**config.mk**
```make
export PLATFORM = sky130hd
export DESIGN_NAME = demux_1to2_reg_flat
export DESIGN_NICKNAME = d
export VERILOG_FILES = /design/src/rtl/demux_1to2_reg_if.sv /design/src/rtl/demux_1to2_reg.sv /design/src/flat_wrapper.sv
export SDC_FILE = /design/constraint.sdc
export NUM_CORES = 1
export LEC_CHECK = 0
export BUFFER_PORTS_ARGS = -buffer_cell sky130_fd_sc_hd__buf_4
export CORE_AREA = 4 4 41 43
export CTS_CLUSTER_DIAMETER = 100
export DETAILED_ROUTE_END_ITERATION = 10
export DIE_AREA = 0 0 45 47
export GPL_TIMING_DRIVEN = 0
export HOLD_SLACK_MARGIN = 0.05
export SLEW_MARGIN = 20
export SYNTH_ARGS = -nofsm -noshare
export SYNTH_HDL_FRONTEND = slang
export SYNTH_SLANG_ARGS = --single-unit
```
**constraint.sdc**
```tcl
create_clock -name clk -period 1.4 [get_ports clk]
set_input_delay 0.07 -clock clk [delete_from_list [all_inputs] [get_ports clk]]
set_output_delay 0.07 -clock clk [all_outputs]
set_load 0.02 [all_outputs]
```
**src/rtl/demux_1to2_reg_if.sv**
```systemverilog
// Handshake bundle for demux_1to2_reg: one input stream and two registered output channels.
// The master modport is the environment side and the slave modport is the demux side.
interface demux_1to2_reg_if #(
  parameter int width = 2
);
  logic [width-1:0] in_data;
  logic             in_sel;
  logic             in_valid;
  logic             in_ready;
  logic [width-1:0] out0_data;
  logic             out0_valid;
  logic             out0_ready;
  logic [width-1:0] out1_data;
  logic             out1_valid;
  logic             out1_ready;

  modport master (
    output in_data, in_sel, in_valid, out0_ready, out1_ready,
    input  in_ready, out0_data, out0_valid, out1_data, out1_valid
  );

  modport slave (
    input  in_data, in_sel, in_valid, out0_ready, out1_ready,
    output in_ready, out0_data, out0_valid, out1_data, out1_valid
  );
endinterface

```
**src/rtl/demux_1to2_reg.sv**
```systemverilog
// Registered 1-to-2 demultiplexer with a one-entry output register per channel.
// Optional macro DEMUX_STATS_EN adds per-channel completed-transfer counters cnt0/cnt1.
module demux_1to2_reg #(
  parameter int width = 2,
  parameter int CNT_W = 8
) (
  input  logic              clk,
  input  logic              rst_n,
`ifdef DEMUX_STATS_EN
  output logic [CNT_W-1:0]  cnt0,
  output logic [CNT_W-1:0]  cnt1,
`endif
  demux_1to2_reg_if.slave   bus
);

  logic [width-1:0] data0_q, data1_q;
  logic             valid0_q, valid1_q;
  logic             can_load0, can_load1;
  logic             accept, accept0, accept1;

  // A channel can take a new word when empty or when its current word leaves this cycle.
  assign can_load0 = !valid0_q || bus.out0_ready;
  assign can_load1 = !valid1_q || bus.out1_ready;

  assign bus.in_ready = bus.in_sel ? can_load1 : can_load0;
  assign accept       = bus.in_valid && bus.in_ready;
  assign accept0      = accept && !bus.in_sel;
  assign accept1      = accept &&  bus.in_sel;

  // NOTE: state registers use non-blocking assignments so every flop samples
  // pre-edge values regardless of statement order.
  always_ff @(posedge clk or negedge rst_n) begin
    if (!rst_n) begin
      data0_q  <= '0;
      data1_q  <= '0;
      valid0_q <= 1'b0;
      valid1_q <= 1'b0;
    end else begin
      if (accept0) begin
        data0_q  <= bus.in_data;
        valid0_q <= 1'b1;
      end else if (bus.out0_ready) begin
        valid0_q <= 1'b0;
      end

      if (accept1) begin
        data1_q  <= bus.in_data;
        valid1_q <= 1'b1;
      end else if (bus.out1_ready) begin
        valid1_q <= 1'b0;
      end
    end
  end

  assign bus.out0_data  = data0_q;
  assign bus.out0_valid = valid0_q;
  assign bus.out1_data  = data1_q;
  assign bus.out1_valid = valid1_q;

`ifdef DEMUX_STATS_EN
  // Counters wrap freely; only rst_n clears them.
  always_ff @(posedge clk or negedge rst_n) begin
    if (!rst_n) begin
      cnt0 <= '0;
      cnt1 <= '0;
    end else begin
      if (valid0_q && bus.out0_ready) cnt0 <= cnt0 + 1'b1;
      if (valid1_q && bus.out1_ready) cnt1 <= cnt1 + 1'b1;
    end
  end
`endif

endmodule

```
**src/flat_wrapper.sv**
```systemverilog
// flat-port wrapper written by rule: the top's interface ports become plain ports
module demux_1to2_reg_flat 
#(
  parameter int width = 2,
  parameter int CNT_W = 8
)
  (clk, rst_n, bus_in_data, bus_in_sel, bus_in_valid, bus_out0_ready, bus_out1_ready, bus_in_ready, bus_out0_data, bus_out0_valid, bus_out1_data, bus_out1_valid);
  demux_1to2_reg_if #(.width(width)) bus_i ();
  input  logic clk;
  input  logic rst_n;
  input wire logic [$bits(bus_i.in_data)-1:0] bus_in_data;
  input wire logic [$bits(bus_i.in_sel)-1:0] bus_in_sel;
  input wire logic [$bits(bus_i.in_valid)-1:0] bus_in_valid;
  input wire logic [$bits(bus_i.out0_ready)-1:0] bus_out0_ready;
  input wire logic [$bits(bus_i.out1_ready)-1:0] bus_out1_ready;
  output wire logic [$bits(bus_i.in_ready)-1:0] bus_in_ready;
  output wire logic [$bits(bus_i.out0_data)-1:0] bus_out0_data;
  output wire logic [$bits(bus_i.out0_valid)-1:0] bus_out0_valid;
  output wire logic [$bits(bus_i.out1_data)-1:0] bus_out1_data;
  output wire logic [$bits(bus_i.out1_valid)-1:0] bus_out1_valid;
  assign bus_i.in_data = bus_in_data;
  assign bus_i.in_sel = bus_in_sel;
  assign bus_i.in_valid = bus_in_valid;
  assign bus_i.out0_ready = bus_out0_ready;
  assign bus_i.out1_ready = bus_out1_ready;
  assign bus_in_ready = bus_i.in_ready;
  assign bus_out0_data = bus_i.out0_data;
  assign bus_out0_valid = bus_i.out0_valid;
  assign bus_out1_data = bus_i.out1_data;
  assign bus_out1_valid = bus_i.out1_valid;
  demux_1to2_reg #(.width(width), .CNT_W(CNT_W)) u_core (.clk(clk), .rst_n(rst_n), .bus(bus_i));
endmodule
```
======== Yosys cells after proc, flatten, opt, wreduce, memory -nomap -nowiden ========
Index checks and enable logic that the tools add are counted.
Widths: inputs -> output; s select.
word-level totals
  flip-flop bits (word level) ............. 6
  output and inout bits ................... 7
  logic and storage cells ................. 19
operators by class
  reduce and logical (&&, ||, !) cells .... 10
  mux-type cells .......................... 5
operator list
  cell               number
  $mux 1             5
  $reduce_bool 2->1  2
  $logic_and 1x1->1  3
  $logic_not 1->1    3
  $logic_or 1x1->1   2

======== Longest topological paths before layout ========
Gate-level depths: netlist of the first run.
  word-level depth ........................ 6
  gate-level depth with buffers ........... 3
  mapped depth without buffers ............ 3

======== Worst setup path before layout of the first run ========
Ideal clock, no wire load.
  kind .................................... register to register
  start point ............................. reg u_core.valid0_q (netlist: u_core.bus.out0_valid)
  end point ............................... reg u_core.data0_q[0] (netlist: u_core.bus.out0_data[0])
  path slack .............................. 188 ps
  cell stages (with the launch flop) ...... 4
  period minus slack after synthesis ...... 1212 ps
  data arrival time ....................... 1087 ps
  path buffers ............................ 0
  path through ............................ dfrtp_1 -> nand2b_4 -> nor3b_4 -> mux2_2
on the way
  word-level cells in the longest chain between the ends .. 5
RTL lines
  what                    RTL line              source
  from (decl)             demux_1to2_reg.sv:17  logic valid0_q, valid1_q;
  from (signal assigned)  demux_1to2_reg.sv:36  valid0_q <= 1'b0;
  from (signal assigned)  demux_1to2_reg.sv:41  valid0_q <= 1'b1;
  from (signal assigned)  demux_1to2_reg.sv:43  valid0_q <= 1'b0;
  $logic_not 1->1         demux_1to2_reg.sv:22  assign can_load0 = !valid0_q || bus.out0_ready;
  $logic_or 1x1->1        demux_1to2_reg.sv:22
  $mux 1                  demux_1to2_reg.sv:25  assign bus.in_ready = bus.in_sel ? can_load1 : can_load0;
  $logic_and 1x1->1       demux_1to2_reg.sv:26  assign accept = bus.in_valid && bus.in_ready;
  $logic_and 1x1->1       demux_1to2_reg.sv:27  assign accept0 = accept && !bus.in_sel;
  to (signal assigned)    demux_1to2_reg.sv:40  data0_q <= bus.in_data;
  to (decl)               demux_1to2_reg.sv:16  logic [width-1:0] data0_q, data1_q;
No other way between the ends.
A chain may end at the register's enable or synchronous reset.

======== Final worst setup path of the first run ========
  start point ............................. reg u_core.valid1_q (netlist: u_core.bus.out1_valid)
  end point ............................... out bus_in_ready
on the way
  word-level cells in the longest chain between the ends .. 3
RTL lines
  what                    RTL line              source
  from (decl)             demux_1to2_reg.sv:17
  from (signal assigned)  demux_1to2_reg.sv:37  valid1_q <= 1'b0;
  from (signal assigned)  demux_1to2_reg.sv:48  valid1_q <= 1'b1;
  from (signal assigned)  demux_1to2_reg.sv:50  valid1_q <= 1'b0;
  $logic_not 1->1         demux_1to2_reg.sv:23  assign can_load1 = !valid1_q || bus.out1_ready;
  $logic_or 1x1->1        demux_1to2_reg.sv:23
  $mux 1                  demux_1to2_reg.sv:25
  to (decl)               flat_wrapper.sv:16    output wire logic [$bits(bus_i.in_ready)-1:0] bus_in_ready;
No other way between the ends.

==> metrics.txt, run 1 <==
status=completed; CTS max path bufs=2; vias in the first global route=266; NumNets Final=50; Worst Path Buf+Inv=1; crit-path cells=and2b_1, a21oi_1, buf_4; area post-placement=395 um^2; core area=0.00130 mm^2; CP arrival=1100 ps; Fillers=144; initial DRC count=3; cts hold-fix bufs=3; first-pass GRT wire length=1.12 mm; Setup CP Type=reg2out; area of the die=0.00212 mm^2; largest net degree at the start of global routing=7; Initial Utilization=20.9%; #FFs+latches synth=6; Lkg Pwr=0.218 nW; post-route setup TNS=0 ps; post-synthesis sequential area ratio=55.3%; WP depth=3; Reg2Reg Depth=3; syn_nets=28; Max Clock Freq=0.853 GHz; Critical Path Max Stage Delay=370 ps; final hold slack=73.0 ps; TritonCTS clock tree=yes; worst reg2reg startpoint=u_core.bus.out0_valid; Site Rows=13; DRT Pass-1 Iters=4; hold crit path type=in2reg; Final Hold Vio Count=0; die extent in y=47 um; reg2reg setup slack=240 ps; I/O pin cnt=15; Max FO, Critical Path=3; Worst Setup SP=u_core.bus.out1_valid; Max Cap Violations=0; GRT Total Usage=8.02%; post-route ant nets=0; Clock Skews=1.14 ps; Root Driver=clkbuf_4; Post-CTS Setup Inserts=0; gr ovfl total=0; aggregate routed wire length=657 um; CP Capture Type=primary output; syn avg cell area=13.6 um^2; Sink Count=6; PD cells=1170 mW/mm^2; most common cell after layout, fill and taps aside=buf_4; cells after synthesis=20; GPL Wtd Cong=0.659; Setup crit end=bus_in_ready; Port Buffers=14; Antenna Cells=0; most frequent cells in the layout=buf_4 (14), dfrtp_1 (6), clkbuf_4 (3), dlygate4sd3_1 (3); DR vias=218; startpoint types=flip-flop; routed vias/inst=3.96; Final Critical Period=1170 ps; yosys warns=0; VDD IR max=0.427 mV; final-report max-slew violation count=0; layout cells sized above 1=57.5%; CTS resizes=0; Worst-Margin Slew=175 ps; Die X=45 um; antenna violations before repair=0; post-DR wirelength/cell=11.9 um; library cells used by synthesis=13; post-route cell area=448 um^2; CP top delay family=flip-flops; synth-to-layout area growth=65.0%; htree depth=1; # setup viols final=0; Clock Latency Late Sink=240 ps; residual DRC count=0; Slew headroom=88.3%; RSZ-0062 raised after global routing=no; Crit-path slowest cell=dfrtp_1; clock-pin slew on the worst setup and hold paths=40 ps; synthesized cell area=272 um^2; FF-to-FF End=u_core.bus.out0_data[0]; Num CTS Buffers=3; final critical-path share of the clock period=83.7%; Critical Path RT=1330 ps
## per-layer routing
| metal | routed length (um) | track usage, % |
|---|---|---|
| met1 | 274 | 8.76 |
| met5 | 0 | 0 |
| met2 | 274 | 11.3 |
| met4 | 6 | 5.26 |
| met3 | 100 | 5.36 |
## registers in the layout (all words and copies together) (netlist names)
name,cells
u_core.bus.out0_data,2
u_core.bus.out1_data,2
u_core.bus.out0_valid,1
u_core.bus.out1_valid,1
## cell families (layout without fill, tap and decap cells)
kind of cell,Yosys count,in the layout,share of synthesized area (%)
AO/OA/AOI/OAI,2,2,3.68
buffers and inverters,1,21,1.38
flip-flops,6,6,55.3
multiplexers,4,4,16.6
AND/OR/NAND/NOR,7,7,23.0
## synth_stat cells
library cell,count,area [um^2]
a21oi_1,1,5.00
and2b_1,1,7.51
dfrtp_1,6,150
inv_1,1,3.75
mux2_1,2,22.5
mux2_2,2,22.5
nand2_2,1,6.26
nand2b_1,1,6.26
nand2b_4,1,13.8
nor2_1,1,3.75
nor2_2,1,6.26
nor3b_4,1,18.8
o21ai_0,1,5.00
## worst min-delay path by stage
stage | startpoint | depth (start not counted) | slack [ps] | endpoint
2_1_floorplan | rst_n | 0 | -230 | u_core.bus.out0_data[0]
3_3_place_gp | rst_n | 1 | -120 | u_core.bus.out1_valid
3_5_place_dp | rst_n | 1 | -120 | u_core.bus.out1_valid
4_1_cts | bus_in_valid | 3 | 60 | u_core.bus.out1_valid
5_1_grt | bus_in_valid | 3 | 80 | u_core.bus.out1_valid
6_report | bus_in_valid | 3 | 70 | u_core.bus.out1_valid
## worst register-to-register path: stages (launching register included)
cell and delay [ps]:
dfrtp_1 400, nand2b_4 90, nor3b_4 210, mux2_2 350
## report_power, final
part | internal (mW) | switching, mW
logic | 0.0784 | 0.0733
clock network | 0.0970 | 0.0620
registers | 0.200 | 0.0149
## stage by stage
step	worst slack (ps)	cells	util, %	power, mW
after floorplan	188	20	-	0.289
after global placement	251	49	30.4	0.361
after detailed placement	231	49	30.4	0.364
after CTS	203	55	34.4	0.545
after global routing	108	55	34.4	0.568
final	228	55	34.4	0.526
## final cells by class
cell class	instances	area, um^2	area share [%]
flip-flops and latches	6	150	33.5
inverters	1	3.75	0.838
repair buffers	17	135	30.2
multi-input cells	13	118	26.3
clock buffers	3	22.5	5.03
well taps	15	18.8	4.19
Note: power is estimated with default switching activity, not from simulation.
==> run 2: changes to the inputs <==
==> constraint.sdc (replaced) <==
create_clock -name clk -period 1.1 [get_ports clk]
set_input_delay 0.055 -clock clk [delete_from_list [all_inputs] [get_ports clk]]
set_output_delay 0.055 -clock clk [all_outputs]
set_load 0.02 [all_outputs]
==> run 2 against run 1 <==
Compared with the run above: the run now ends with negative setup slack left; die area did not move; via count rose by 2.3%; sequential power rose by 28%; clock power rose by 38%; clock-buffer cell count rose by 1.
==> metrics.txt, run 2 (synthesis results as in run 1) <==
most common cell after layout, fill and taps aside=buf_4; DRT Pass-1 Iters=1; PD cells=1540 mW/mm^2; Final Hold Vio Count=0; post-layout util=35.5%; Critical Path RT=1040 ps; Clock Latency Late Sink=240 ps; Critical Path Max Stage Delay=360 ps; gr ovfl total=0; Site Rows=13; GPL Wtd Cong=0.654; dpl hpwl=505 um; Clock Skews=0.409 ps; NumNets Final=48; post-route cell area=462 um^2; largest net degree at the start of global routing=7; post-route ant nets=0; vias in the first global route=257; startpoint types=flip-flop; Lkg Pwr=0.226 nW; Die X=45 um; Sink Count=6; routed vias/inst=4.13; post-route setup TNS=-267 ps; CP arrival=1120 ps; layout cells sized above 1=71.8%; hold crit path type=in2reg; CP top delay family=flip-flops; clock-pin slew on the worst setup and hold paths=50 ps; Port Buffers=14; final-report max-slew violation count=0; initial DRC count=0; residual DRC count=0; Max Cap Violations=0; Worst-Margin Slew=215 ps; GRT Total Usage=7.15%; final worst setup slack=-75.8 ps; status=complete, but fails checks; Setup CP Type=reg2out; # setup viols final=5; first-pass GRT wire length=1.08 mm; htree depth=1; post-layout total power=712 uW; TritonCTS clock tree=yes; I/O pin cnt=15; die extent in y=47 um; CTS max path bufs=2; failing checks=negative setup slack; Initial Utilization=20.9%; Num CTS Buffers=3; Final Critical Period=1180 ps; final critical-path share of the clock period=107%; Slew headroom=85.6%; Place WS=-77.9 ps; Root Driver=clkbuf_4; area of the die=0.00212 mm^2; Worst Path Buf+Inv=1; VDD IR max=0.729 mV; core area=0.00130 mm^2; Max Clock Freq=0.850 GHz; post-DR wirelength/cell=11.9 um; most frequent cells in the layout=buf_4 (13), dfrtp_1 (5), mux2_4 (4), clkbuf_4 (3); RSZ-0062 raised after global routing=yes; CP Capture Type=primary output; Antenna Cells=0; aggregate routed wire length=644 um; Crit-path slowest cell=dfrtp_1; Fillers=137; DR vias=223; area post-placement=397 um^2; synth-to-layout area growth=70.0%; antenna violations before repair=0; Max FO, Critical Path=3; crit-path cells=and2b_2, a21oi_2, buf_6
-- run 2: cell count changes in the layout (fill, tap and decap cells not counted), sizes merged --
cell         change
dlygate4sd3      -2
clkbuf           +1
-- run 2: worst paths after layout --
path                                              start                 endpoint  slack (ps)  cells after the start
min in group asynchronous                         rst_n    u_core.bus.out0_valid         160                      2
worst max register to register    u_core.bus.out0_valid  u_core.bus.out0_data[0]         -70                      3
worst min-delay path                     bus_in_data[1]  u_core.bus.out0_data[1]          60                      2
max in group asynchronous                         rst_n    u_core.bus.out0_valid         810                      2
worst max-delay path              u_core.bus.out1_valid             bus_in_ready         -80                      3
worst min register to register  u_core.bus.out0_data[0]  u_core.bus.out0_data[0]         520                      1
-- run 2: timing repair --
| item | 4_1_cts | 5_1_grt |
|---|---|---|
| buffers inserted | 0 | 0 |
| hold buffers | 1 | 0 |
| endpoints found under the hold margin | 6 | 0 |
| gates resized for setup | 7 | 1 |
| pin swaps | 1 | 1 |
| setup endpoints to repair | 5 | 5 |
-- run 2: metrics by stage --
step / hold WS, ps / std cells
floorplan: -241 / 20
global placement: -132 / 49
detailed placement: -131 / 49
CTS: 51.6 / 54
global route: 51.7 / 54
finish: 55.7 / 54
-- run 2: final cells by class --
cell class                 instances  area, um^2  share of cell area [%]
multi-input combinational         13         143                    30.9
tap                               15        18.8                    4.07
sequential                         6         151                    32.8
clock buffer                       4        26.3                    5.69
inverter                           1        3.75                   0.813
timing repair buffer              15         119                    25.7
-- run 2: routing by layer --
layer | vias up | part of all wire [%] | global-route usage [%]
li1 | 103 | - | -
met1 | 105 | 47 | 9.03
met2 | 15 | 36 | 9.89
met3 | 0 | 16 | 3.83
met4 | 0 | 0 | 3.51
met5 | - | 0 | 0
-- run 2: power breakdown --
group / internal [mW] / switching, mW
logic: 0.118 / 0.0984
registers: 0.255 / 0.0197
clock network: 0.138 / 0.0823
==> run 3: changes to the inputs <==
--- a/config.mk
+++ b/config.mk
@@ -6,12 +6,15 @@
 export NUM_CORES = 1
 export LEC_CHECK = 0
 export BUFFER_PORTS_ARGS = -buffer_cell sky130_fd_sc_hd__buf_4
+export CELL_PAD_IN_SITES_DETAIL_PLACEMENT = 2
+export CELL_PAD_IN_SITES_GLOBAL_PLACEMENT = 2
 export CORE_AREA = 4 4 41 43
 export CTS_CLUSTER_DIAMETER = 100
 export DETAILED_ROUTE_END_ITERATION = 10
 export DIE_AREA = 0 0 45 47
 export GPL_TIMING_DRIVEN = 0
 export HOLD_SLACK_MARGIN = 0.05
+export PLACE_DENSITY_LB_ADDON = 0.1
 export SLEW_MARGIN = 20
 export SYNTH_ARGS = -nofsm -noshare
 export SYNTH_HDL_FRONTEND = slang
==> run 3 against run 2 <==
Compared with the run above: the run still ends with negative setup slack left; via count increased by 5.8%; worst setup slack improved by 4.1 ps; total power up 2.0%; sequential share of layout area shrank 1.6 points; global-route usage rose by 1.5 points; utilization grew 1.8 points; critical endpoint is now u_core.bus.out0_data[0]; largest cell class unchanged.
==> metrics.txt, run 3 (synthesis results as in run 1) <==
Worst-Margin Slew=220 ps; Setup CP Type=reg2reg; largest net degree at the start of global routing=7; Clock Skews=0.158 ps; Sink Count=6; Root Driver=clkbuf_4; Final Hold Vio Count=0; failing checks=negative setup slack; Hold Path Sink=u_core.bus.out1_valid; Critical Path RT=1240 ps; first-pass GRT wire length=1.17 mm; antenna violations before repair=0; GPL Wtd Cong=0.609; Die X=45 um; NumNets Final=51; RSZ-0062 raised after global routing=yes; die extent in y=47 um; final hold slack=75.1 ps; final critical-path share of the clock period=107%; Fillers=144; clock-pin slew on the worst setup and hold paths=50 ps; HP Start=bus_in_valid; Reg2Reg Depth=3; post-layout total power=725 uW; layout cells sized above 1=69.0%; FF+latch area=151 um^2; Initial Utilization=20.9%; most common cell after layout, fill and taps aside=buf_4; Clock Latency Late Sink=250 ps; VDD IR max=0.654 mV; startpoint types=flip-flop; Max FO, Critical Path=3; hold crit path type=in2reg; post-route ant nets=0; gr ovfl total=0; Slew headroom=85.3%; Port Buffers=14; Max Cap Violations=0; residual DRC count=0; Antenna Cells=0; initial DRC count=0; Final Critical Period=1170 ps; most frequent cells in the layout=buf_4 (15), dfrtp_1 (5), mux2_4 (4), clkbuf_4 (3), dlygate4sd3_1 (3); GRT Total Usage=8.65%; core area=0.00130 mm^2; Lkg Pwr=0.238 nW; htree depth=1; reg2reg setup slack=-70 ps; final-report max-slew violation count=0; I/O pin cnt=15; final worst setup slack=-71.7 ps; Site Rows=13; routed vias/inst=4.14; CTS max path bufs=2; synth-to-layout area growth=78.8%; PD cells=1490 mW/mm^2; aggregate routed wire length=747 um; DRT Pass-1 Iters=1; DR vias=236; vias in the first global route=268; area of the multi-input gates=143 um^2; area of the die=0.00212 mm^2; CP arrival=1310 ps; Num CTS Buffers=3; post-DR wirelength/cell=13.1 um; Hold Crit Depth=3; status=complete, but fails checks; # setup viols final=5; CP Capture Type=flip-flop; FF-to-FF End=u_core.bus.out0_data[0]; TritonCTS clock tree=yes; Place WS=-77.1 ps; worst reg2reg startpoint=u_core.bus.out0_valid; Max Clock Freq=0.853 GHz
-- run 3: cell types whose count changed in the layout (fill, tap and decap cells not counted) --
cell           delta
dlygate4sd3_1     +2
buf_4             +2
buf_6             -1
-- run 3: layout make-up --
type / count / share of cell area, %
flip-flops and latches: 6 / 31.2
multi-input cells: 13 / 29.4
repair buffers: 18 / 29.4
clock buffers: 4 / 5.41
well taps: 15 / 3.87
inverters: 1 / 0.773
-- run 3: routing by layer --
layer	track usage, %	share of wire [%]	up-vias
li1	-	-	110
met1	8.53	38	111
met2	12.7	48	13
met3	4.60	12	2
met4	8.77	2.5	0
met5	0	0	-
-- run 3: power by group --
part           total, mW  internal, mW  switching [mW]
Sequential         0.277         0.256          0.0216
Clock              0.225         0.138          0.0871
Combinational      0.223         0.124          0.0993
-- run 3: critical path, cell delays in order (launching register included) --
cell and delay (ps):
dfrtp_2 420, nand2b_4 80, nor3b_4 240, mux2_4 320
-- run 3: worst max path at each step --
stage                          startpoint                 endpoint  slack (ps)  cells past startpoint
floorplan           u_core.bus.out1_valid  u_core.bus.out1_data[0]         -80                      3
global placement    u_core.bus.out0_valid  u_core.bus.out0_data[0]         -50                      3
detailed placement  u_core.bus.out0_valid  u_core.bus.out0_data[1]         -80                      3
CTS                 u_core.bus.out0_valid  u_core.bus.out0_data[0]        -100                      3
global route        u_core.bus.out1_valid             bus_in_ready        -120                      3
finish              u_core.bus.out0_valid  u_core.bus.out0_data[0]         -70                      3
-- run 3: timing repair --
action	CTS	global route
pin swaps	0	2
setup endpoints to repair	5	5
buffers inserted	0	1
hold buffers	3	0
resized for setup	7	0
hold endpoints to repair	9	0
-- run 3: per-stage QoR --
| step | area (um^2) | util, % | std cells | TNS [ps] |
|---|---|---|---|---|
| 2_1_floorplan | 273 | - | 20 | -321 |
| 3_3_place_gp | 397 | 30.5 | 49 | -132 |
| 3_5_place_dp | 397 | 30.5 | 49 | -234 |
| 4_1_cts | 478 | 36.7 | 56 | -378 |
| 5_1_grt | 485 | 37.3 | 57 | -535 |
| 6_report | 485 | 37.3 | 57 | -336 |
